<file path="config.mk">
export PLATFORM = sky130hd
export DESIGN_NAME = miriscv_int_ctrl
export DESIGN_NICKNAME = d
export VERILOG_FILES = /design/src/rtl/miriscv_int_ctrl.sv
export SDC_FILE = /design/constraint.sdc
export NUM_CORES = 1
export LEC_CHECK = 0
export CORE_MARGIN = 4
export CORE_UTILIZATION = 46
export CTS_CLUSTER_DIAMETER = 40
export DETAILED_ROUTE_END_ITERATION = 8
export GPL_TIMING_DRIVEN = 0
export PLACE_DENSITY_LB_ADDON = 0.1
export SLEW_MARGIN = 0
export SYNTH_ARGS = -nofsm -noshare
export SYNTH_HDL_FRONTEND = slang
export SYNTH_SLANG_ARGS = --single-unit
</file>
<file path="constraint.sdc">
create_clock -name clk_i -period 6.15 [get_ports clk_i]
set_input_delay 1.845 -clock clk_i [delete_from_list [all_inputs] [get_ports clk_i]]
set_output_delay 1.845 -clock clk_i [all_outputs]
set_load 0.005 [all_outputs]
</file>
<file path="src/rtl/miriscv_int_ctrl.sv">
// Interrupt controller: picks one pending, enabled request line, presents it to the core and pulses int_fin_o on mret.
// Build option MIRISCV_INT_FIXED_PRIO_EN selects a lowest-index-wins priority encoder instead of the round-robin scan.
module miriscv_int_ctrl #(
  parameter int N_SRC = 32
) (
  input  logic             clk_i,
  input  logic             rst_i,
  input  logic [N_SRC-1:0] int_req_i,
  input  logic [N_SRC-1:0] mie_i,
  input  logic             int_ack_i,
  input  logic             int_ret_i,
  output logic             int_o,
  output logic [31:0]      mcause_o,
  output logic [N_SRC-1:0] int_fin_o
);

  localparam int IDW = $clog2(N_SRC);

  typedef enum logic [1:0] {
    SCAN  = 2'd0,
    REQ   = 2'd1,
    SERVE = 2'd2,
    FIN   = 2'd3
  } state_t;

  state_t           state;
  logic [IDW-1:0]   id;
  logic             hit;
  logic [IDW-1:0]   sel;
  logic             cur_pend;
`ifndef MIRISCV_INT_FIXED_PRIO_EN
  logic [IDW-1:0]   cnt;
`endif

`ifdef MIRISCV_INT_FIXED_PRIO_EN
  // Lowest set bit wins; scanning downwards leaves the smallest index last.
  function automatic logic [IDW-1:0] first_set(input logic [N_SRC-1:0] v);
    logic [IDW-1:0] idx;
    idx = {IDW{1'b0}};
    for (int i = N_SRC - 1; i >= 0; i--) begin
      if (v[i]) begin
        idx = i[IDW-1:0];
      end else begin
        idx = idx;
      end
    end
    return idx;
  endfunction
`endif

  // Candidate selection for SCAN and liveness of the presented request.
  always_comb begin
    hit      = 1'b0;
    sel      = {IDW{1'b0}};
`ifdef MIRISCV_INT_FIXED_PRIO_EN
    hit      = |(int_req_i & mie_i);
    sel      = first_set(int_req_i & mie_i);
`else
    hit      = int_req_i[cnt] & mie_i[cnt];
    sel      = cnt;
`endif
    cur_pend = int_req_i[id] & mie_i[id];
  end

  // Control FSM with all outputs registered.
  always_ff @(posedge clk_i) begin
    if (rst_i) begin
      state     <= SCAN;
      id        <= {IDW{1'b0}};
`ifndef MIRISCV_INT_FIXED_PRIO_EN
      cnt       <= {IDW{1'b0}};
`endif
      int_o     <= 1'b0;
      int_fin_o <= {N_SRC{1'b0}};
      mcause_o  <= 32'd0;
    end else begin
      case (state)
        SCAN: begin
          int_fin_o <= {N_SRC{1'b0}};
          if (hit) begin
            id       <= sel;
            mcause_o <= {1'b1, {(31 - IDW){1'b0}}, sel};
            int_o    <= 1'b1;
            state    <= REQ;
          end else begin
            int_o    <= 1'b0;
`ifndef MIRISCV_INT_FIXED_PRIO_EN
            cnt      <= cnt + {{(IDW - 1){1'b0}}, 1'b1};
`endif
          end
        end
        REQ: begin
          // Ack wins over a same-cycle withdrawal.
          if (int_ack_i) begin
            int_o <= 1'b0;
            state <= SERVE;
          end else if (!cur_pend) begin
            int_o <= 1'b0;
`ifndef MIRISCV_INT_FIXED_PRIO_EN
            cnt   <= id + {{(IDW - 1){1'b0}}, 1'b1};
`endif
            state <= SCAN;
          end else begin
            int_o <= 1'b1;
          end
        end
        SERVE: begin
          int_o <= 1'b0;
          if (int_ret_i) begin
            int_fin_o <= {{(N_SRC - 1){1'b0}}, 1'b1} << id;
            state     <= FIN;
          end else begin
            int_fin_o <= {N_SRC{1'b0}};
          end
        end
        FIN: begin
          int_o     <= 1'b0;
          int_fin_o <= {N_SRC{1'b0}};
`ifndef MIRISCV_INT_FIXED_PRIO_EN
          cnt       <= id + {{(IDW - 1){1'b0}}, 1'b1};
`endif
          state     <= SCAN;
        end
        default: begin
          int_o     <= 1'b0;
          int_fin_o <= {N_SRC{1'b0}};
          state     <= SCAN;
        end
      endcase
    end
  end

endmodule

</file>
==> metrics.yaml <==
run_status:
  status: "completed"
pwr:
  p_leak_nw: 1.65
  internal_power_mw: 0.625
  power_mw: 1.01
  p_switching_mw: 0.390
  clockPowerShare_pct: 22.4
  ir_worst_vdd_mv: 0.297
  comb_power_share_pct: 44.8
  power_density_nw_per_um2: 234
  seq_power_share_pct: 32.8
  p_sw_share_pct: 38.4
clock_tree:
  clock_path_buffers: 2
  htree_levels: 2
  cts-buffers-inserted: 5
  hold_buffers: 0
  insertion_delay_ps: 300
  cts_tree: "built"
  ctsResizeCount: 0
  clk_transition_reported_paths_ps: 80
  cts.sinks: 46
  cts_root_buf: "clkbuf_8"
  post_cts_buffers: 0
synth:
  postSynthAreaPerCell_um2: 7.82
  synth_xor_xnor_area_share_pct: 0
  synth-seq-area-share_pct: 30.8
  yosysTopAreaCell: "dfxtp_1"
  synth_edf_count: 0
  muxShareOfSynthArea_pct: 5.61
  synth_fa_ha_area_share_pct: 2.93
  yosysUniqueCellTypes: 53
  synth_seq_cells: 46
  ys_warn_count: 0
  yosysMostFrequentCell: "nor2_1"
  synthArstFlopShare_pct: 0
  synth-simple-area-share_pct: 25.2
  ys.flop_type: "dfxtp_1"
  synthTopCellsByCount: "nor2_1 (53), dfxtp_1 (46), nand2_1 (40)"
  yosysTopAreaCellShare_pct: 30.8
  synth_top_family_by_area: "simple AND/OR/NAND/NOR gates"
  syn-instance-count: 382
  synth_area_um2: 2990
  synth_compound_area_share_pct: 22.9
  synthTopCellsByArea: "dfxtp_1 (31%), a22oi_1 (8.3%), nor2_1 (6.7%), buf_4 (6.5%), nand2_1 (5.0%)"
finish:
  drive_above_1_share_pct: 11.7
  area_growth_pct: 45.2
  n_fill_cell: 558
  n_antenna_cell: 0
  finish.net_count: 594
placement:
  dp.final_hpwl_mm: 7.77
  numPortBuffers: 105
  place_congestion: 0.957
routing:
  wirelength_mm: 9.91
  post_drt_wl_per_cell_um: 16.6
  via_per_inst: 5.55
  first_iter_violations: 243
  drt_first_pass_iters: 5
  num_vias: 3315
  ant_nets: 0
  drc_errors: 0
setup_path:
  cp.depth: 10
  path_cells: "clkdlybuf4s50_1 > nand2_1 > o311ai_0 > a21oi_1 > nor4_1 > o21ai_4 > and3_1 > buf_2 > o2111ai_2 > a31oi_1"
  worst_path_largest_cell_delay_ps: 750
  path_class: "in -> reg"
  worstPathArrival_ps: 4370
  r2r_start: "cnt[0]"
  cpMaxStageDelayCell: "nor4_1"
  cp_max_fo: 9
  r2r_cells: 10
  crit_buf_inv: 2
  worst_path_dominant_cell_family: "simple AND/OR/NAND/NOR gates"
  cp-start-kind: "primary input"
  endpoint_kind: "register"
  crit_end: "cnt[3]"
  r2r_end: "cnt[3]"
  cp.required_ps: 6320
  rrSetupSlack_ps: 3270
  crit_path_start: "mie_i[18]"
sta:
  max-slew-margin-rel_pct: 40.6
  hold_viol_final: 0
  drv_slew: 0
  setup_violations: 0
  grt_setup_unrepaired: "no"
  skew_ps: 6.06
  fmax_mhz: 238
  finalSetupTns_ps: 0
  finalCriticalPeriod_ps: 4200
  period_share_pct: 68.2
  worst_pin_slew_ps: 882
floorplanning:
  die_h_um: 88.6
  dieArea_um2: 7850
  start_util_pct: 47.3
  die_width_um: 88.6
  rows: 29
  core-area_um2: 6310
  io_pins: 133
grt:
  grtUsageTotal_pct: 24.6
  grt_overflow: 0
  grt_pass1_wl_mm: 15.2
  antenna_found_initial: 0
  grt_pass1_vias: 3146
  grt_max_degree: 15
hold_path:
  hold_class: "reg -> reg"
run:
  maxCapViolations: 0
## worst reg2reg max path: cells and delay by family, from the launching register on
kind	cells	cell delay, ps
buffers and inverters	3	530
AO/OA/AOI/OAI	5	960
AND/OR/NAND/NOR	2	970
flip-flops	1	310
## power groups by stage
stage | Sequential [mW] | Clock, mW | Combinational, mW
2_1_floorplan | 0.336 | 0 | 0.296
3_3_place_gp | 0.339 | 0 | 0.435
6_report | 0.333 | 0.227 | 0.455
4_1_cts | 0.333 | 0.226 | 0.445
3_5_place_dp | 0.340 | 0 | 0.442
5_1_grt | 0.336 | 0.236 | 0.494
## metrics by stage
step                      cell area, um2  worst slack (ps)  utilization [%]  cells  hold WS [ps]
after floorplan                     3080              2370                -    407           442
after global placement              4230              1720             67.0    589           438
after detailed placement            4230              1700             67.0    589           444
after CTS                           4340              2010             68.7    597           459
after global routing                4340              1820             68.7    597           491
final                               4340              1950             68.7    597           456
## layout by cell type, fill, tap and decap left out, types with 4 or more instances in the layout
cell type and count:
nand3b_1 5, nand4b_1 7, nand2_1 40, clkdlybuf4s50_1 105, dfxtp_1 46, clkbuf_1 15, clkbuf_8 5, nand3_1 14
o21ai_0 22, conb_1 26, buf_2 13, o2111ai_1 4, inv_1 11, ha_1 7, buf_4 26, nand4_1 5
nor2_1 53, mux4_2 5, mux2i_1 4, a21oi_1 15, or3_1 4, a22oi_1 33, o211ai_1 5
## cell families after synthesis
| family | count (synthesis) |
|---|---|
| AOI/OAI and AO/OA | 99 |
| adders and majority gates | 7 |
| buffers and inverters | 67 |
| DFF | 46 |
| muxes | 10 |
| other | 1 |
| and+or+nand+nor | 152 |
## registers in the layout, summed over array words and instances (netlist names), named ones only
signal,flops
state,1
int_fin_o,32
cnt,5
mcause_o,2
int_o,1
id,4
## layout make-up
| cell class | count | area (um2) | area share [%] |
|---|---|---|---|
| clock inverter | 2 | 37.5 | 0.865 |
| inverter | 12 | 45.0 | 1.04 |
| clock buffer | 6 | 72.6 | 1.67 |
| buffer | 55 | 328 | 7.55 |
| timing repair buffer | 105 | 1050 | 24.2 |
| sequential | 46 | 921 | 21.2 |
| tap | 77 | 96.3 | 2.22 |
| multi-input combinational | 294 | 1790 | 41.2 |
## metal layers
| metal | global-route usage (%) | part of all wire [%] |
|---|---|---|
| met3 | 4.28 | 9.3 |
| met4 | 6.59 | 1.9 |
| met2 | 40.7 | 47 |
| met5 | 0 | 0 |
| met1 | 33.2 | 42 |
## worst min-delay path by stage
| stage | from | endpoint | slack, ps | depth (start not counted) |
|---|---|---|---|---|
| detailed placement | mcause_o[31] | mcause_o[31] | 440 | 2 |
| global placement | mcause_o[31] | mcause_o[31] | 440 | 2 |
| floorplan | mcause_o[31] | mcause_o[31] | 440 | 2 |
| global route | mcause_o[31] | mcause_o[31] | 490 | 2 |
| CTS | mcause_o[31] | mcause_o[31] | 460 | 2 |
| finish | mcause_o[31] | mcause_o[31] | 460 | 2 |
Note: power is estimated with default switching activity, not from simulation.
